<file path="src/rtl/uart_tx_arbiter.sv">
// Round-robin arbiter sharing one UART byte transmitter among N_REQ valid/ready requesters.
// Optional per-requester lock (back-to-back bytes from one source) when UART_ARB_LOCK_EN is defined.
module uart_tx_arbiter #(
  parameter int N_REQ     = 4,
  parameter int WDOG_CLKS = 0
) (
  input  logic                     clk,
  input  logic                     rst,
  input  logic [N_REQ-1:0]         req_valid,
  input  logic [8*N_REQ-1:0]       req_data,
  output logic [N_REQ-1:0]         req_ready,
  output logic [7:0]               uart_byte,
  output logic                     uart_start,
  input  logic                     uart_done,
  output logic                     busy,
  output logic [$clog2(N_REQ)-1:0] grant_id,
  output logic                     wdog_err
`ifdef UART_ARB_LOCK_EN
  ,
  input  logic [N_REQ-1:0]         req_lock
`endif
);

  localparam int GW = $clog2(N_REQ);
  localparam int WW = (WDOG_CLKS > 0) ? $clog2(WDOG_CLKS + 1) : 1;
  localparam bit WDOG_ON = (WDOG_CLKS > 0);
  localparam logic [WW-1:0] WDOG_LIM = WDOG_ON ? WW'(WDOG_CLKS - 1) : '0;

  typedef enum logic [1:0] {IDLE, START, WAIT_HI, WAIT_LO} state_t;

  state_t          state_r;
  logic [GW-1:0]   last_r;
  logic [WW-1:0]   wdog_cnt_r;
  logic [GW-1:0]   win_s;
  logic [GW-1:0]   idx_s;
  logic            win_vld_s;
  logic            wdog_hit_s;
`ifdef UART_ARB_LOCK_EN
  logic            locked_r;
`endif

  assign wdog_hit_s = WDOG_ON && (wdog_cnt_r == WDOG_LIM);

  // Winner search: nearest valid requester after last_r, wrapping; a held lock overrides.
  always_comb begin
    win_s     = '0;
    win_vld_s = 1'b0;
    idx_s     = '0;
    for (int k = N_REQ; k >= 1; k--) begin
      idx_s = GW'((int'(last_r) + k) % N_REQ);
      if (req_valid[idx_s]) begin
        win_s     = idx_s;
        win_vld_s = 1'b1;
      end else begin
        win_vld_s = win_vld_s;
      end
    end
`ifdef UART_ARB_LOCK_EN
    if (locked_r && req_valid[last_r]) begin
      win_s     = last_r;
      win_vld_s = 1'b1;
    end else begin
      win_vld_s = win_vld_s;
    end
`endif
  end

  // Ready is a same-cycle grant strobe, only while idle and never during reset.
  always_comb begin
    req_ready = '0;
    if ((state_r == IDLE) && win_vld_s && !rst) begin
      req_ready[win_s] = 1'b1;
    end else begin
      req_ready = '0;
    end
  end

  // Transmitter sequencing FSM with registered outputs and done watchdog.
  always_ff @(posedge clk or posedge rst) begin
    if (rst) begin
      state_r    <= IDLE;
      last_r     <= GW'(N_REQ - 1);
      wdog_cnt_r <= '0;
      uart_byte  <= 8'h00;
      uart_start <= 1'b0;
      busy       <= 1'b0;
      grant_id   <= '0;
      wdog_err   <= 1'b0;
`ifdef UART_ARB_LOCK_EN
      locked_r   <= 1'b0;
`endif
    end else begin
      uart_start <= 1'b0;
      wdog_err   <= 1'b0;
      case (state_r)
        IDLE: begin
          if (win_vld_s) begin
            uart_byte  <= req_data[int'(win_s)*8 +: 8];
            grant_id   <= win_s;
            last_r     <= win_s;
            uart_start <= 1'b1;
            busy       <= 1'b1;
            state_r    <= START;
`ifdef UART_ARB_LOCK_EN
            locked_r   <= req_lock[win_s];
`endif
          end else begin
            busy       <= 1'b0;
`ifdef UART_ARB_LOCK_EN
            locked_r   <= 1'b0;
`endif
          end
        end
        START: begin
          wdog_cnt_r <= '0;
          state_r    <= WAIT_HI;
        end
        WAIT_HI: begin
          if (wdog_hit_s) begin
            state_r  <= IDLE;
            busy     <= 1'b0;
            wdog_err <= 1'b1;
`ifdef UART_ARB_LOCK_EN
            locked_r <= 1'b0;
`endif
          end else if (uart_done) begin
            wdog_cnt_r <= wdog_cnt_r + 1'b1;
            state_r    <= WAIT_LO;
          end else begin
            wdog_cnt_r <= wdog_cnt_r + 1'b1;
          end
        end
        WAIT_LO: begin
          // Completion wins over a watchdog limit reached in the same cycle.
          if (!uart_done) begin
            state_r <= IDLE;
            busy    <= 1'b0;
          end else if (wdog_hit_s) begin
            state_r  <= IDLE;
            busy     <= 1'b0;
            wdog_err <= 1'b1;
`ifdef UART_ARB_LOCK_EN
            locked_r <= 1'b0;
`endif
          end else begin
            wdog_cnt_r <= wdog_cnt_r + 1'b1;
          end
        end
        default: begin
          state_r <= IDLE;
          busy    <= 1'b0;
        end
      endcase
    end
  end

endmodule

</file>
<file path="config.mk">
export PLATFORM = sky130hd
export DESIGN_NAME = uart_tx_arbiter
export DESIGN_NICKNAME = d
export VERILOG_FILES = /design/src/rtl/uart_tx_arbiter.sv
export SDC_FILE = /design/constraint.sdc
export NUM_CORES = 1
export LEC_CHECK = 0
export CAP_MARGIN = 20
export CORE_MARGIN = 2
export CORE_UTILIZATION = 24
export DETAILED_ROUTE_END_ITERATION = 12
export GPL_TIMING_DRIVEN = 0
export HOLD_SLACK_MARGIN = 0.12
export PLACE_DENSITY = 0.54
export SKIP_CTS_REPAIR_TIMING = 1
export SYNTH_ARGS = -nofsm -noshare
export SYNTH_HDL_FRONTEND = slang
export SYNTH_SLANG_ARGS = --single-unit
</file>
<file path="constraint.sdc">
create_clock -name clk -period 2.7 [get_ports clk]
set_clock_uncertainty 0.1 [all_clocks]
set_input_delay 0.81 -clock clk [delete_from_list [all_inputs] [get_ports clk]]
set_output_delay 0.81 -clock clk [all_outputs]
set_load 0.02 [all_outputs]
</file>
==> results.toml, run 1 <==
[place]
io_buffer_count = 54
hpwlAfterDp_mm = 2.53
dp_cells = 214
gp_congestion = 0.730

[grt]
grt_max_degree = 19
antenna_found_initial = 0
grt_overflow = 0
grt_pass1_wl_mm = 5.35
grt_use_total_pct = 13.5
grt_pass1_vias = 1138

[setup_path]
crit_slowest_cell = "o21a_1"
worst_setup_path_start_kind = "input pin"
path_cells = "buf_12, o21a_1, o21ai_2, o211ai_1, and2_1, buf_6, and3_4, buf_6"
path_max_fanout = 5
arrival_ps = 1970
cp.required_ps = 1790
path_class = "input pin to primary output"
end_kind = "primary output"
cp_slowest_stage_delay_ps = 180
path_common_cell = "buf_6"

[logic_synthesis]
syn_nets = 152
synth_cell_types = 31
synth-edff-count = 0
yosysSeqAreaShare_pct = 38.9
ys_seq_elements = 16
ys_warn_count = 0
syn_inst = 110
synth_top_family_by_area = "compound AO/OA/AOI/OAI gates"
synth-compound-area-share_pct = 23.6
synthAdderAreaFrac_pct = 3.63
synthArstFlopShare_pct = 100
avgSynthCellArea_um2 = 9.41
syn_area_um2 = 1030
synthMuxAreaShare_pct = 7.74
yosys.area_share.simple_pct = 19.0
synth-xor-area-share_pct = 0
yosys_most_used_dff = "dfrtp_1"

[pwr]
pwr-share-seq_pct = 25.2
swShare_pct = 40.6
combPwrFrac_pct = 63.4
leakagePower_nw = 0.885
p_clk_share_pct = 11.4
peakVddDrop_v = 0.000446
switching_power_mw = 0.764
p_int_mw = 1.12
powerDensity_nw_per_um2 = 937

[layout]
diodes = 0
nets = 233
multi_input_area_um2 = 676
instances_no_fill = 240
drive_gt1_share_pct = 29.5
final_cell_mix = "clkdlybuf4s50_1 (45), buf_4 (24), dfrtp_1 (14), nor2_1 (12)"
fillers = 394
layout_commonest_cell = "clkdlybuf4s50_1"
synthToLayoutAreaGrowth_pct = 94.1
seq_area_um2 = 403

[timing]
tns_ps = -542
period_minus_slack_ps = 2880
setup_violations = 4
drv_slew = 0
finalHoldViolations = 0
fin_crit_sh_pct = 107
max_freq_ghz = 0.348
worst_slack_ps = -177
rsz0062_at_grt = "true"

[floorplan]
core-area_um2 = 4090
fp.dieH_um = 69.7
die_x_um = 69.7
num_rows = 23
ios = 56
start_util_pct = 25.3
die-area_um2 = 4850

[worst_hold_path]
hold_path.class = "flop to flop"

[run]
drv_cap = 0

[route]
drt_wl_total_mm = 3.52
dr.pass1.iters = 4
drt_iter0_drc = 37
ant_nets = 0
drc_errors = 0
via_count = 1197
wl_per_cell_um = 14.7
via_per_inst = 4.99

[status]
violations = "negative setup slack"
outcome = "finished with violations"

[clock_network]
clk_pin_slew_ps = 60
h-tree-depth = 1
cts_tree = "built"
root_buffer = "clkbuf_8"
cts_buffers = 3
cts.path.max_buffers = 2
cts.sinks = 16
clock_latency_ps = 250
synth_stat cells, types with 2 or more instances:
master    number  area share, %
a211oi_1       9            6.5
buf_4          2            1.5
inv_1          6            2.2
nor3_1         2           0.97
a221oi_1       9            7.6
o21ai_0        5            2.4
ha_1           3            3.6
nand2_1        3            1.1
nor2b_1        2            1.2
clkbuf_1       2           0.73
nor2_1        13            4.7
mux2i_1        8            7.7
dfstp_2        2            5.1
and3_1        11            6.7
dfrtp_1       14             34
nand3_1        2           0.97
a21oi_1        3            1.5
worst max-delay path: cells and delay by family:
family | cells | cell delay, ps
simple gates | 2 | 320
buf+inv | 3 | 360
compound gates | 3 | 470
per-stage QoR:
step / worst slack (ps) / hold slack, ps / util [%] / instance area, um^2 / total power, mW
2_1_floorplan: -18.0 / 393 / - / 1100 / 1.09
3_3_place_gp: -1460 / 412 / 41.7 / 1700 / 1.46
3_5_place_dp: -1480 / 423 / 41.7 / 1700 / 1.49
4_1_cts: -1480 / 434 / 43.0 / 1760 / 1.71
5_1_grt: -232 / 475 / 49.1 / 2010 / 2.01
6_report: -177 / 434 / 49.1 / 2010 / 1.88
power groups by stage:
stage               sequential (mW)  combinational [mW]  clock [mW]
floorplan                     0.562               0.528           0
global placement              0.462               0.999           0
finish                        0.473                1.19       0.215
global route                  0.489                1.30       0.228
detailed placement            0.469                1.02           0
CTS                           0.468                1.02       0.221
flip-flops by register name, indices dropped and copies added, names as in the netlist:
| signal | cells |
|---|---|
| busy | 1 |
| grant_id | 2 |
| last_r | 2 |
| state_r | 2 |
| uart_byte | 8 |
| uart_start | 1 |
routing by layer:
layer / track usage [%] / up-vias / part of all wire [%]
met5: 0 / - / 0
met4: 1.28 / 0 / 0.77
met3: 4.65 / 4 / 6.7
met2: 23.8 / 40 / 52
met1: 16.6 / 581 / 41
li1: - / 572 / -
logic make-up (layout without fill, tap and decap cells):
family                     count (synthesis)  in the layout
and+or+nand+nor                           38             38
adders and majority gates                  3              3
DFF                                       16             16
buffers and inverters                     12             92
muxes                                      8              8
other                                      1              1
AOI/OAI and AO/OA                         32             32
path summary, 6_finish.rpt:
path | from | cells past startpoint | slack (ps) | to
max in group asynchronous | rst | 3 | 1560 | last_r[0]
min reg2reg | last_r[0] | 2 | 430 | last_r[0]
min in group asynchronous | rst | 3 | 660 | uart_byte[7]
max reg2reg | last_r[1] | 8 | 660 | uart_byte[0]
min | last_r[0] | 2 | 430 | last_r[0]
max | req_valid[0] | 8 | -180 | req_ready[1]
cell type report:
type                    instances  share of cell area, %
repair buffers                 77                   36.4
well taps                      50                   3.12
clock buffers                   4                   2.74
multi-input cells              82                   33.6
flip-flops and latches         16                   20.1
plain buffers                   5                   2.68
inverters                       6                   1.31
Power figures use the tool's default switching activity.
==> inputs of run 2 (changes only) <==
--- a/config.mk
+++ b/config.mk
@@ -5,7 +5,7 @@
 export SDC_FILE = /design/constraint.sdc
 export NUM_CORES = 1
 export LEC_CHECK = 0
-export CAP_MARGIN = 20
+export CAP_MARGIN = 40
 export CORE_MARGIN = 2
 export CORE_UTILIZATION = 24
 export DETAILED_ROUTE_END_ITERATION = 12
==> results of run 2 <==
Same layout as run 1: the final DEF is identical, and so are final timing and power.
